[config.mk]
export PLATFORM = sky130hd
export DESIGN_NAME = hazard_stall_ctrl
export DESIGN_NICKNAME = d
export VERILOG_FILES = /design/src/rtl/hazard_stall_ctrl.sv
export SDC_FILE = /design/constraint.sdc
export NUM_CORES = 1
export LEC_CHECK = 0
export ABC_AREA = 1
export CORE_MARGIN = 1
export CORE_UTILIZATION = 31
export DETAILED_ROUTE_END_ITERATION = 10
export PLACE_DENSITY = 0.65
export SLEW_MARGIN = 5
export SYNTH_ARGS = -nofsm -noshare
export SYNTH_HDL_FRONTEND = slang
export SYNTH_SLANG_ARGS = --single-unit
[constraint.sdc]
create_clock -name clk -period 2.9 [get_ports clk]
set_clock_uncertainty 0.2 [all_clocks]
set_input_delay 0.87 -clock clk [delete_from_list [all_inputs] [get_ports clk]]
set_output_delay 0.87 -clock clk [all_outputs]
set_load 0.05 [all_outputs]
[src/rtl/hazard_stall_ctrl.sv]
// hazard_stall_ctrl: multi-cycle load-use stall, branch flush and dmem freeze control with perf counters
module hazard_stall_ctrl #(
  parameter int REG_ADDR_W = 5,
  parameter int LOAD_LAT   = 1,
  parameter int CNT_W      = 3,
  parameter int PERF_W     = 16
) (
  input  logic                  clk,
  input  logic                  rst,
  input  logic [REG_ADDR_W-1:0] id_rs1,
  input  logic [REG_ADDR_W-1:0] id_rs2,
  input  logic                  id_rs1_used,
  input  logic                  id_rs2_used,
  input  logic [REG_ADDR_W-1:0] ex_rd,
  input  logic                  ex_regwrite,
  input  logic                  ex_memread,
  input  logic                  branch_taken,
  input  logic                  dmem_busy,
  output logic                  pc_stall,
  output logic                  ifid_stall,
  output logic                  ifid_flush,
  output logic                  idex_bubble,
  output logic                  pipe_freeze,
  output logic                  lu_active,
  output logic [CNT_W-1:0]      stall_cnt,
  output logic [PERF_W-1:0]     lu_stall_cycles,
  output logic [PERF_W-1:0]     flush_count
);
  localparam logic [0:0] RUN = 1'b0, LU_STALL = 1'b1;
  logic [0:0] st;
  logic [CNT_W-1:0] cnt;
  logic hz, lu_go;
  always_comb begin
    hz = ex_regwrite & ex_memread & (|ex_rd) &
         ((id_rs1_used & (id_rs1 == ex_rd)) | (id_rs2_used & (id_rs2 == ex_rd)));
    // inside LU_STALL the bubble continues without re-checking hz
    lu_go = !dmem_busy & !branch_taken & ((st == LU_STALL) | hz);
    pc_stall = !rst & (dmem_busy | lu_go);
    ifid_stall = pc_stall;
    ifid_flush = !rst & !dmem_busy & branch_taken;
    idex_bubble = !rst & !dmem_busy & (branch_taken | lu_go);
    pipe_freeze = !rst & dmem_busy;
  end
  assign lu_active = (st == LU_STALL);
  assign stall_cnt = cnt;
  always_ff @(posedge clk or posedge rst) begin
    if (rst) begin
      st <= RUN;
      cnt <= '0;
      lu_stall_cycles <= '0;
      flush_count <= '0;
    end else if (!dmem_busy) begin
      if (branch_taken) begin
        st <= RUN;
        cnt <= '0;
        flush_count <= &flush_count ? flush_count : flush_count + PERF_W'(1);
      end else if (lu_go) begin
        lu_stall_cycles <= &lu_stall_cycles ? lu_stall_cycles : lu_stall_cycles + PERF_W'(1);
        if (st == LU_STALL) begin
          st <= (cnt == CNT_W'(1)) ? RUN : LU_STALL;
          cnt <= cnt - CNT_W'(1);
        end else if (LOAD_LAT > 1) begin
          st <= LU_STALL;
          cnt <= CNT_W'(LOAD_LAT - 1);
        end
      end
    end
  end
endmodule

# --- Word-level counts from Yosys, hierarchy flattened ---
# Cells that the tools add are included.
# W data, S select, Z words.
totals:
  ff_bits: 36
  in_bits: 23
  output_inout_bits: 41
  wordCells: 49
op_classes:
  addsub: 3
  eq_ne: 3
  n_mux: 7
  n_bitwise: 20
  reduce_logical: 12
op_table:
  columns: ["operator", "count"]
  rows:
  - ["$add A16 B1 Y16 const B", 2]
  - ["$reduce_and A16 Y1", 2]
  - ["$and A1 B1 Y1", 12]
  - ["$eq A5 B5 Y1", 2]
  - ["$mux W3", 3]
  - ["$reduce_and A3 Y1", 2]
  - ["$reduce_or A5 Y1", 1]
  - ["$mux W1", 4]
  - ["$not A1 Y1", 4]
  - ["$or A1 B1 Y1", 4]
  - ["$reduce_and A4 Y1", 1]
  - ["$reduce_bool A2 Y1", 2]
  - ["$eq A3 B1 Y1 const B", 1]
  - ["$logic_not A1 Y1", 3]
  - ["$sub A3 B1 Y3 const B", 1]
  - ["$reduce_and A2 Y1", 1]

# --- Longest topological paths before layout ---
depth:
  ltp_word: 8
  ltp_mapped: 12
  ltp_nobuf: 11

# --- Worst setup path after synthesis ---
# No wires, ideal clock.
synth_path:
  path_kind: "input to output"
  startpoint: "input port ex_rd[2]"
  endpoint: "output port pc_stall"
  arrival_ns: 2.644
  required_time_ns: 1.830
  slack_ns: -0.814
  cell_stages: 11
  path_buffers: 1
  path_cell_list: "inv_1 -> nand2_1 -> nand2_1 -> nor2_1 -> nand3_1 -> nand2_1 -> nand2_1 -> nand2_2 -> nand2_1 -> a21oi_1 -> buf_4"
synth_between:
  elab_chain_len: 8
synth_lines:
  columns: ["element", "line", "rtl"]
  rows:
  - ["from (decl)", "14", "input logic [REG_ADDR_W-1:0] ex_rd,"]
  - ["$eq A5 B5 Y1", "35", "((id_rs1_used & (id_rs1 == ex_rd)) | (id_rs2_used & (id_rs2 == ex_rd)));"]
  - ["$and A1 B1 Y1", "35", null]
  - ["$or A1 B1 Y1", "35", null]
  - ["$and A1 B1 Y1 (*)", "34", "hz = ex_regwrite & ex_memread & (|ex_rd) &"]
  - ["$or A1 B1 Y1 (*)", "37", "lu_go = !dmem_busy & !branch_taken & ((st == LU_STALL) | hz);"]
  - ["$and A1 B1 Y1 (*)", "37", null]
  - ["$or A1 B1 Y1 (*)", "38", "pc_stall = !rst & (dmem_busy | lu_go);"]
  - ["$and A1 B1 Y1 (*)", "38", null]
  - ["to (decl)", "19", "output logic pc_stall,"]
# Mark *: on every way between the ends. The rest lies on a longest branch, timed or not.

# --- Worst setup path after layout ---
layout_path:
  startpoint: "input port branch_taken"
  endpoint: "output port pc_stall"
layout_between:
  elab_chain_len: 5
layout_lines:
  columns: ["element", "line", "rtl"]
  rows:
  - ["from (decl)", "17", "input logic branch_taken,"]
  - ["$logic_not A1 Y1", "37", null]
  - ["$and A1 B1 Y1 (2 in a row)", "37", null]
  - ["$or A1 B1 Y1", "38", null]
  - ["$and A1 B1 Y1", "38", null]
# Every way passes these cells.

==> qor.csv <==
metric,value,unit
status,"complete, but fails checks",
failed_checks,negative setup slack,
place_area,3240,µm²
ys_async_sr_fraction,1.00,
fmax,0.334,GHz
cp_max_fo,2,
fin_ws,-91.6,ps
worstPathArrival,1920,ps
grt_first_pass_wirelength,9.74,mm
multi_input_area,1310,µm²
synthTopCellsByArea,"dfrtp_1, nand2_1, inv_1, nand4_1, nor2_1",
die_h,88.8,µm
holdWs,297,ps
core_area,7250,µm²
critical_path_class,in2out,
routabilityCongestion,0.842,
cts_root_buf,clkbuf_8,
p_per_area,435,nW/µm²
grtUsageMet3,0.0289,
clkTransAtPathRegs,70,ps
peakVddDrop,0.153,mV
drcViolationCount,0,
overflow,0,
synth_top_area_frac,0.386,
min_path_cells,2,
diodes,0,
num-fill-cells,721,
clk_latency,280,ps
top_usage_layer,met2,
dieArea,7880,µm²
maxCapViolCount,0,
worst_ep_required_time,1830,ps
hold_viol_final,0,
areaGrowthSynthToFinish,46.8,%
syn_nets,358,
end_kind,output pin,
track_usage,0.157,
ys.flop_type,dfrtp_1,
vias,2368,
tightestPinTransition,530,ps
syn_area_per_cell,7.05,µm²
yosysTopAreaCell,dfrtp_1,
syn_area,2330,µm²
regArea,901,µm²
grt.met1_usage,0.212,
fin_area,3430,µm²
power_leakage,1.63,nW
ys_top_cells_by_count,"nand2_1, inv_1, dfrtp_1",
layout-drive-gt1-share,0.177,
num-nets-final,438,
synth-edff-count,0,
drt-initial-drc-count,114,
worstSetupStartpointType,input pin,
relSlewSlack,0.646,
htreeDepth,2,
postRouteAntennaNets,0,
crit_chain,clkdlybuf4s50_1 > nor2_4 > nand2_4 > a21oi_4 > buf_12,
placed_cells,499,
grt_pass1_vias,2182,
post-route-min-period,2990,ps
slew_viol_final,0,
cts_tree,yes,
grt_start_max_net_pins,37,
dp_hpwl,4.45,mm
synth_cell_types,24,
drt-wirelength-per-cell,11.3,µm
total_power,0.00149,W
drt-total-wl,5.80,mm
clock-sinks,36,
crit_slowest_cell,clkdlybuf4s50_1,
start_util,0.322,
ys_ff_latch,36,
use_met2,0.255,
min_path_type,reg2reg,
yosysWarnings,0,
die_width,88.8,µm
grt_antenna_before_repair,0,
synthMostInstantiatedCell,nand2_1,
drt_first_pass_iters,4,
cts_inserted_buffers,5,
boundaryPins,64,
grt_setup_unrepaired,yes,
finalSetupViolCount,3,
yosysSeqAreaShare,0.386,
cpPeakStageDelay,460,ps
period_share,1.03,
port_buffers,63,
row_count,31,
cp_num_cells,5,
synthesis.instances,331,
r2r_cells,9,
post-place-ws,-691,ps
routed_via_density,4.63,
crit_family,buffers and inverters,
final_cells,511,
clockBufferDepth,2,
cp_num_buf_inv,2,
==> registers in the layout (all words and copies together), names as in the netlist <==
register,cells
flush_count,16
lu_stall_cycles,16
stall_cnt,3
lu_active,1
==> routing by layer <==
| layer | share of wire | wire length (µm) |
|---|---|---|
| met1 | 0.47 | 2710 |
| met2 | 0.48 | 2780 |
| met3 | 0.041 | 236 |
| met4 | 0.013 | 74 |
| met5 | 0 | 0 |
==> cell families (layout without fill, tap and decap cells) <==
| group | count (synthesis) | count (layout) | synth area share |
|---|---|---|---|
| xor gates and xnor gates | 25 | 25 | 0.0938 |
| adders and majority gates | 4 | 4 | 0.0214 |
| DFF | 36 | 36 | 0.386 |
| and+or+nand+nor | 207 | 207 | 0.389 |
| buffers and inverters | 48 | 129 | 0.0836 |
| AOI/OAI and AO/OA | 11 | 11 | 0.0263 |
==> placed cells by master (no fill, tap or decap), types with 2 or more instances in the layout <==
cell type	netlist	routed
clkdlybuf4s50_1	0	37
a21oi_1	4	2
buf_12	0	4
o21ai_0	5	5
dlygate4sd2_1	0	5
xnor2_1	12	12
nor2_4	0	3
nor3_1	9	9
buf_6	1	11
clkbuf_8	0	6
nand3_1	19	19
inv_1	42	32
nand2_4	0	2
nand2_1	113	104
nand4_1	24	24
buf_8	0	3
inv_4	0	2
nor2_1	35	32
inv_2	0	4
dfrtp_1	36	36
clkinvlp_4	0	2
xor2_1	13	13
nand2_2	2	9
buf_4	1	17
ha_1	4	4
==> worst paths after layout <==
path,end,slack [ps],from
hold / removal,lu_stall_cycles[15],300,lu_stall_cycles[15]
setup / recovery,pc_stall,-90,branch_taken
setup reg to reg,lu_stall_cycles[11],750,lu_stall_cycles[0]
min in group asynchronous,stall_cnt[2],590,rst
max in group asynchronous,lu_stall_cycles[0],1570,rst
hold reg to reg,lu_stall_cycles[15],300,lu_stall_cycles[15]
==> area by class of cell <==
type,instances,area share
Clock buffer,7,0.0252
Clock inverter,1,0.00219
Inverter,42,0.0559
Multi-Input combinational cell,247,0.382
Sequential cell,36,0.263
Tap cell,99,0.0361
Timing Repair Buffer,79,0.236
==> power by group <==
group	switching (W)	internal, W
clock network	0.000184	0.000193
registers	0.0000694	0.000549
logic	0.000309	0.000186
total	0.000562	0.000928
==> per-stage QoR <==
step	util	setup TNS, ps
finish	0.472	-208
global placement	0.447	-3240
global route	0.472	-437
floorplan	-	-354
CTS	0.459	-284
detailed placement	0.447	-3900
==> timing repair <==
| item | 4_1_cts | 5_1_grt |
|---|---|---|
| endpoints found under the setup margin | 5 | 5 |
| gates resized for setup | 82 | 24 |
| hold buffers | 0 | 0 |
| pin swaps | 24 | 15 |
| setup buffers | 3 | 1 |
==> worst register-to-register path, cell delays in order, from the launching register on <==
cell     delay [ps]
dfrtp_1         460
ha_1            250
inv_1            80
nor2_2          180
nand3_2         130
nor3_2          140
nand2_2         240
nand3_4         280
nand2_1          70
nand2_1          60
No activity file was read; power rests on OpenSTA's default activity.
